--- src/rtl/alu_mul_seq.sv ---
// Shift-and-add multiplier that borrows the shared 32-bit datapath ALU.
// Produces the low 32 bits of a*b, one ALU operation per granted cycle.
module alu_mul_seq (
  input  logic        clk,
  input  logic        rst,
  input  logic        start,
  input  logic [31:0] a_in,
  input  logic [31:0] b_in,
  output logic        busy,
  output logic        done,
  output logic [31:0] product,
  output logic        alu_req,
  input  logic        alu_gnt,
  output logic [31:0] alu_a,
  output logic [31:0] alu_b,
  output logic [3:0]  alu_op,
  input  logic [31:0] alu_c,
  input  logic        alu_zero
);

  localparam logic [3:0] ALU_NOP = 4'd0;
  localparam logic [3:0] ALU_ADD = 4'd1;
  localparam logic [3:0] ALU_SLL = 4'd8;
  localparam logic [3:0] ALU_SRL = 4'd9;

  typedef enum logic [1:0] {StIdle, StAdd, StShl, StShr} state_e;

  state_e      r_state;
  logic [31:0] r_mcand;
  logic [31:0] r_mplier;
  logic [31:0] r_acc;
  logic [31:0] r_product;
  logic        r_busy;
  logic        r_done;

  // A cycle without alu_gnt freezes every register; ALU drive stays put.
  always_ff @(posedge clk or posedge rst) begin
    if (rst) begin
      r_state   <= StIdle;
      r_mcand   <= '0;
      r_mplier  <= '0;
      r_acc     <= '0;
      r_product <= '0;
      r_busy    <= 1'b0;
      r_done    <= 1'b0;
    end else begin
      unique case (r_state)
        StIdle: begin
          r_done <= 1'b0;
          if (start) begin
            r_mcand  <= a_in;
            r_mplier <= b_in;
            r_acc    <= '0;
            r_busy   <= 1'b1;
            r_state  <= StAdd;
          end
        end
        StAdd: begin
          if (alu_gnt) begin
            if (r_mplier[0]) r_acc <= alu_c;
            r_state <= StShl;
          end
        end
        StShl: begin
          if (alu_gnt) begin
            r_mcand <= alu_c;
            r_state <= StShr;
          end
        end
        StShr: begin
          if (alu_gnt) begin
            r_mplier <= alu_c;
            if (alu_zero) begin
              r_product <= r_acc;
              r_done    <= 1'b1;
              r_busy    <= 1'b0;
              r_state   <= StIdle;
            end else begin
              r_state <= StAdd;
            end
          end
        end
        default: r_state <= StIdle;
      endcase
    end
  end

  always_comb begin
    alu_a  = '0;
    alu_b  = '0;
    alu_op = ALU_NOP;
    unique case (r_state)
      StIdle: ;
      StAdd: begin
        alu_a  = r_acc;
        alu_b  = r_mcand;
        alu_op = r_mplier[0] ? ALU_ADD : ALU_NOP;
      end
      StShl: begin
        alu_a  = 32'd1;
        alu_b  = r_mcand;
        alu_op = ALU_SLL;
      end
      StShr: begin
        alu_a  = 32'd1;
        alu_b  = r_mplier;
        alu_op = ALU_SRL;
      end
      default: ;
    endcase
  end

  assign busy    = r_busy;
  assign alu_req = r_busy;
  assign done    = r_done;
  assign product = r_product;

endmodule

--- config.mk ---
export PLATFORM = sky130hd
export DESIGN_NAME = alu_mul_seq
export DESIGN_NICKNAME = d
export VERILOG_FILES = /design/src/rtl/alu_mul_seq.sv
export SDC_FILE = /design/constraint.sdc
export NUM_CORES = 1
export LEC_CHECK = 0
export BUFFER_PORTS_ARGS = -buffer_cell sky130_fd_sc_hd__buf_4
export CAP_MARGIN = 40
export CORE_MARGIN = 4
export CORE_UTILIZATION = 35
export DETAILED_ROUTE_END_ITERATION = 16
export PLACE_DENSITY = 0.6
export SLEW_MARGIN = 20
export SYNTH_ARGS = -nofsm -noshare
export SYNTH_HDL_FRONTEND = slang
export SYNTH_SLANG_ARGS = --single-unit
--- constraint.sdc ---
create_clock -name clk -period 3.35 [get_ports clk]
set_input_delay 0.1675 -clock clk [delete_from_list [all_inputs] [get_ports clk]]
set_output_delay 0.1675 -clock clk [all_outputs]
set_load 0.01 [all_outputs]
==> summary.md <==
- complete, no violations — outcome
- 4 — router iterations before antenna repair
- in2reg — worst hold path class
- 48.0% — worst-case headroom to the max-slew limit
- 100% — share of flip-flops with an asynchronous set or reset after synthesis
- 0 — number of synthesis warnings
- alu_c[27] — Hold Startpoint
- 0.55 ns — highest cell delay on the worst timing path
- dfrtp_1 — Main synth FF type
- 201 — port bufs
- 1,870 — number of fill cells in the layout
- 0.988 ns — Post-Place Setup Slack
- 31.4% — synthesis-to-finish area growth
- 3.33% — Global Route met3 Usage
- r_mplier[31] — r2r endpoint
- 0.00707 ns — final clock skew
- 47.2% — share of the core filled with cells in the final layout
- 77.8% — ratio of final minimum period to clock period
- 1090 mW/mm^2 — ratio of total power to cell area
- 4.41 nW — static leakage
- 11.7 sq um — average instance area after synthesis
- 47.9% — share of post-route cells with drive strength above 1
- 25.0% — M1 GR Usage
- 5 — number of cells on the worst reg-to-reg path
- clkbuf_16 — cell chosen for the clock root
- 0 ns — total negative slack for setup checks
- 0 — setup-violating endpoint count in the final report
- 0 — total gr overflow
- 0.818 — routability congestion estimate from global placement
- ha_2 — Critical-path top delay cell
- 35.9% — effective utilization at floorplan
- r_acc[27] — WHS Endpoint
- done — clock tree from TritonCTS
- 1,034 — Cell Count Post-Placement
- r_state[0] — source of the worst register-to-register timing path
- 0.06 ns — clock slew at the register clock pins of the worst setup and hold paths
- 0.00871 sq mm — Placed Area
- 132 — post-synthesis register bit count
- 4 — H-tree Lvls
- 4.69 — Vias/cell
- 18.6 microns — detail-routed net length per standard cell
- 0 — DRC violation count after routing
- 0.0225 sq mm — die footprint
- 17 — TritonCTS Buffers
- 0 — final antenna-violating net count
- 30,600 microns — global-route wire length before repair
- 0 — Max Transition Viols Final
- 2 — maximum number of buffers from clock root to sink
- 0.41 ns — insertion delay of the later-clocked pin in the worst-skew pair
- false — setup repair after global routing missed its margin
- 0.489 mV — maximum vdd drop
- 0 — number of maximum-capacitance violations
- 384 MHz — maximum clock frequency
- 0.744 ns — final worst-path setup slack
- output port — capturing element type of the critical path
- 2.61 ns — fin crit period
- inv_1 -> ha_2 -> buf_4 -> a211oi_1 -> nor2_1 -> buf_4 — cell breakdown of the critical path
- 3 — worst hold stages
- 69 — largest net degree at the start of global routing
- 34 — count of distinct cell types in the synthesized netlist
- 2.44 ns — Worst EP arrival
- 18.0% — overall global routing resource usage
- 898 — nets
- 132 — clock net sink count
- 603 — number of cells produced by synthesis
- 0 — post-CTS repair timing setup buffer count
- 0.0197 sq mm — placeable core region
- 0.00928 sq mm — Final Cell Area
- 0.00330 sq mm — Storage cell area
- reg2out — Worst Setup Path Type
- 41 — worst-path maximum fanout
- 0.00332 sq mm — combined area of the multi-input logic cells
- 14,100 microns — detailed-placement wirelength estimate
- met2 — layer carrying the most global-route usage
- 0 — endpoints failing hold
- 0 — EDFF count, synth
- 150 microns — die width
- 0 — number of inserted diodes
- 0 — initial antenna violation count
- 28.4% — met2 demand-to-capacity share in global routing
- 3.18 ns — required time worst endpoint
- 0.00706 sq mm — cell area after technology mapping
- 150 microns — overall die height
- 301 — initial DRC count
- 51 — Rows
- 19,900 microns — wirelength, routed
- 5,005 — number of vias in the routed layout
- 5,163 — number of global-route vias before repair
- 0.99 ns — worst setup slack for register-to-register paths
- buf_4 — CP dominant cell by count
- flip-flop — critical path startpoint category
- 204 — top-level port count
- 0.779 ns — Tightest Pin Transition
- 1,068 — Post-Layout Cell Count
- 46.8% — part of the Yosys area used for sequential elements
==> layer usage <==
layer,vias to the layer above,wire (microns)
met1,2457,9150
met5,-,0
met2,103,9630
met4,0,354
li1,2425,-
met3,20,714
==> critical path, delay by kind of cell, from the launching register on <==
kind,cells,cell delay (ns)
buf+inv,3,0.77
fa+ha+maj,1,0.55
flops,1,0.44
compound gates,1,0.13
simple gates,1,0.11
==> flip-flops by register name, indices dropped and copies added (netlist names) <==
signal and count:
alu_req 1, done 1, r_acc 32, r_state 2, r_mcand 32, r_mplier 32, product 32
==> synth_stat cells, types with 2 or more instances <==
master      n  area [sq um]
nor2_8      2          40.0
nor2_1     34           128
o21ai_1    33           165
buf_6       7          78.8
mux2i_4     2          45.0
buf_2      19          95.1
mux2_4     60           901
buf_4       5          37.5
nand2b_1    3          18.8
mux2_2     67           754
a22oi_1    32           240
ha_1        7          87.6
a211oi_1    2          15.0
dfrtp_1   132          3300
buf_12      3          60.1
mux2i_1    32           320
inv_1      36           135
mux2_1      4          45.0
nor3_1      2          10.0
and2_1     31           194
clkbuf_1   13          48.8
nand2_1    65           244
==> layout make-up <==
cell class	instances	area share, %
clock inverters	13	0.917
repair buffers	214	17.8
multi-input cells	389	35.7
flip-flops and latches	132	35.6
clock buffers	19	4.88
inverters	36	1.50
well taps	265	3.57
==> power breakdown <==
part / leakage [nW] / switching (mW) / internal [mW]
clock network: 0.257 / 0.711 / 0.978
logic: 2.50 / 2.65 / 2.91
registers: 1.66 / 0.447 / 2.39
total: 4.41 / 3.81 / 6.28
==> repair_timing <==
action / CTS / global route
endpoints found under the hold margin: 25 / 0
gates resized for setup: 0 / 0
hold buffers: 1 / 0
==> worst max-delay path by stage <==
stage	startpoint	to	slack (ns)	cells after the start
4_1_cts	r_state[1]	alu_op[0]	0.66	6
3_5_place_dp	r_state[0]	r_mplier[31]	0.99	5
2_1_floorplan	r_state[0]	r_mcand[0]	1.53	7
6_report	r_state[1]	alu_a[0]	0.74	6
3_3_place_gp	r_state[0]	r_mplier[30]	1.04	5
5_1_grt	r_state[1]	alu_a[0]	0.52	6
==> placed cells by master (no fill, tap or decap), types with 3 or more instances in the layout <==
| master | Yosys | layout |
|---|---|---|
| buf_4 | 5 | 210 |
| mux2_1 | 4 | 4 |
| mux2i_1 | 32 | 32 |
| nor2_1 | 34 | 34 |
| clkinvlp_4 | 0 | 6 |
| nand2_1 | 65 | 65 |
| ha_1 | 7 | 4 |
| o21ai_1 | 33 | 33 |
| mux2_4 | 60 | 60 |
| nand2b_1 | 3 | 3 |
| and2_1 | 31 | 31 |
| dfrtp_1 | 132 | 132 |
| ha_2 | 0 | 3 |
| inv_1 | 36 | 35 |
| clkinv_2 | 0 | 6 |
| mux2_2 | 67 | 67 |
| a22oi_1 | 32 | 32 |
| clkbuf_16 | 0 | 17 |
==> stage by stage <==
stage          power, mW  hold WS, ns
3_3_place_gp        8.39        0.294
3_5_place_dp        8.44        0.291
4_1_cts             10.2      0.00481
5_1_grt             10.8      0.00816
6_report            10.1       0.0221
2_1_floorplan       6.67        0.305
==> cells by family after synthesis <==
family / Yosys count / share of synthesized area, %
adder cells (fa/ha/maj): 7 / 1.24
AO/OA/AOI/OAI: 72 / 6.55
buffers and inverters: 83 / 6.45
flip-flops: 132 / 46.8
AND/OR/NAND/NOR: 143 / 9.69
other: 1 / 0.0531
multiplexers: 165 / 29.2
No activity file was read; power rests on OpenSTA's default activity.
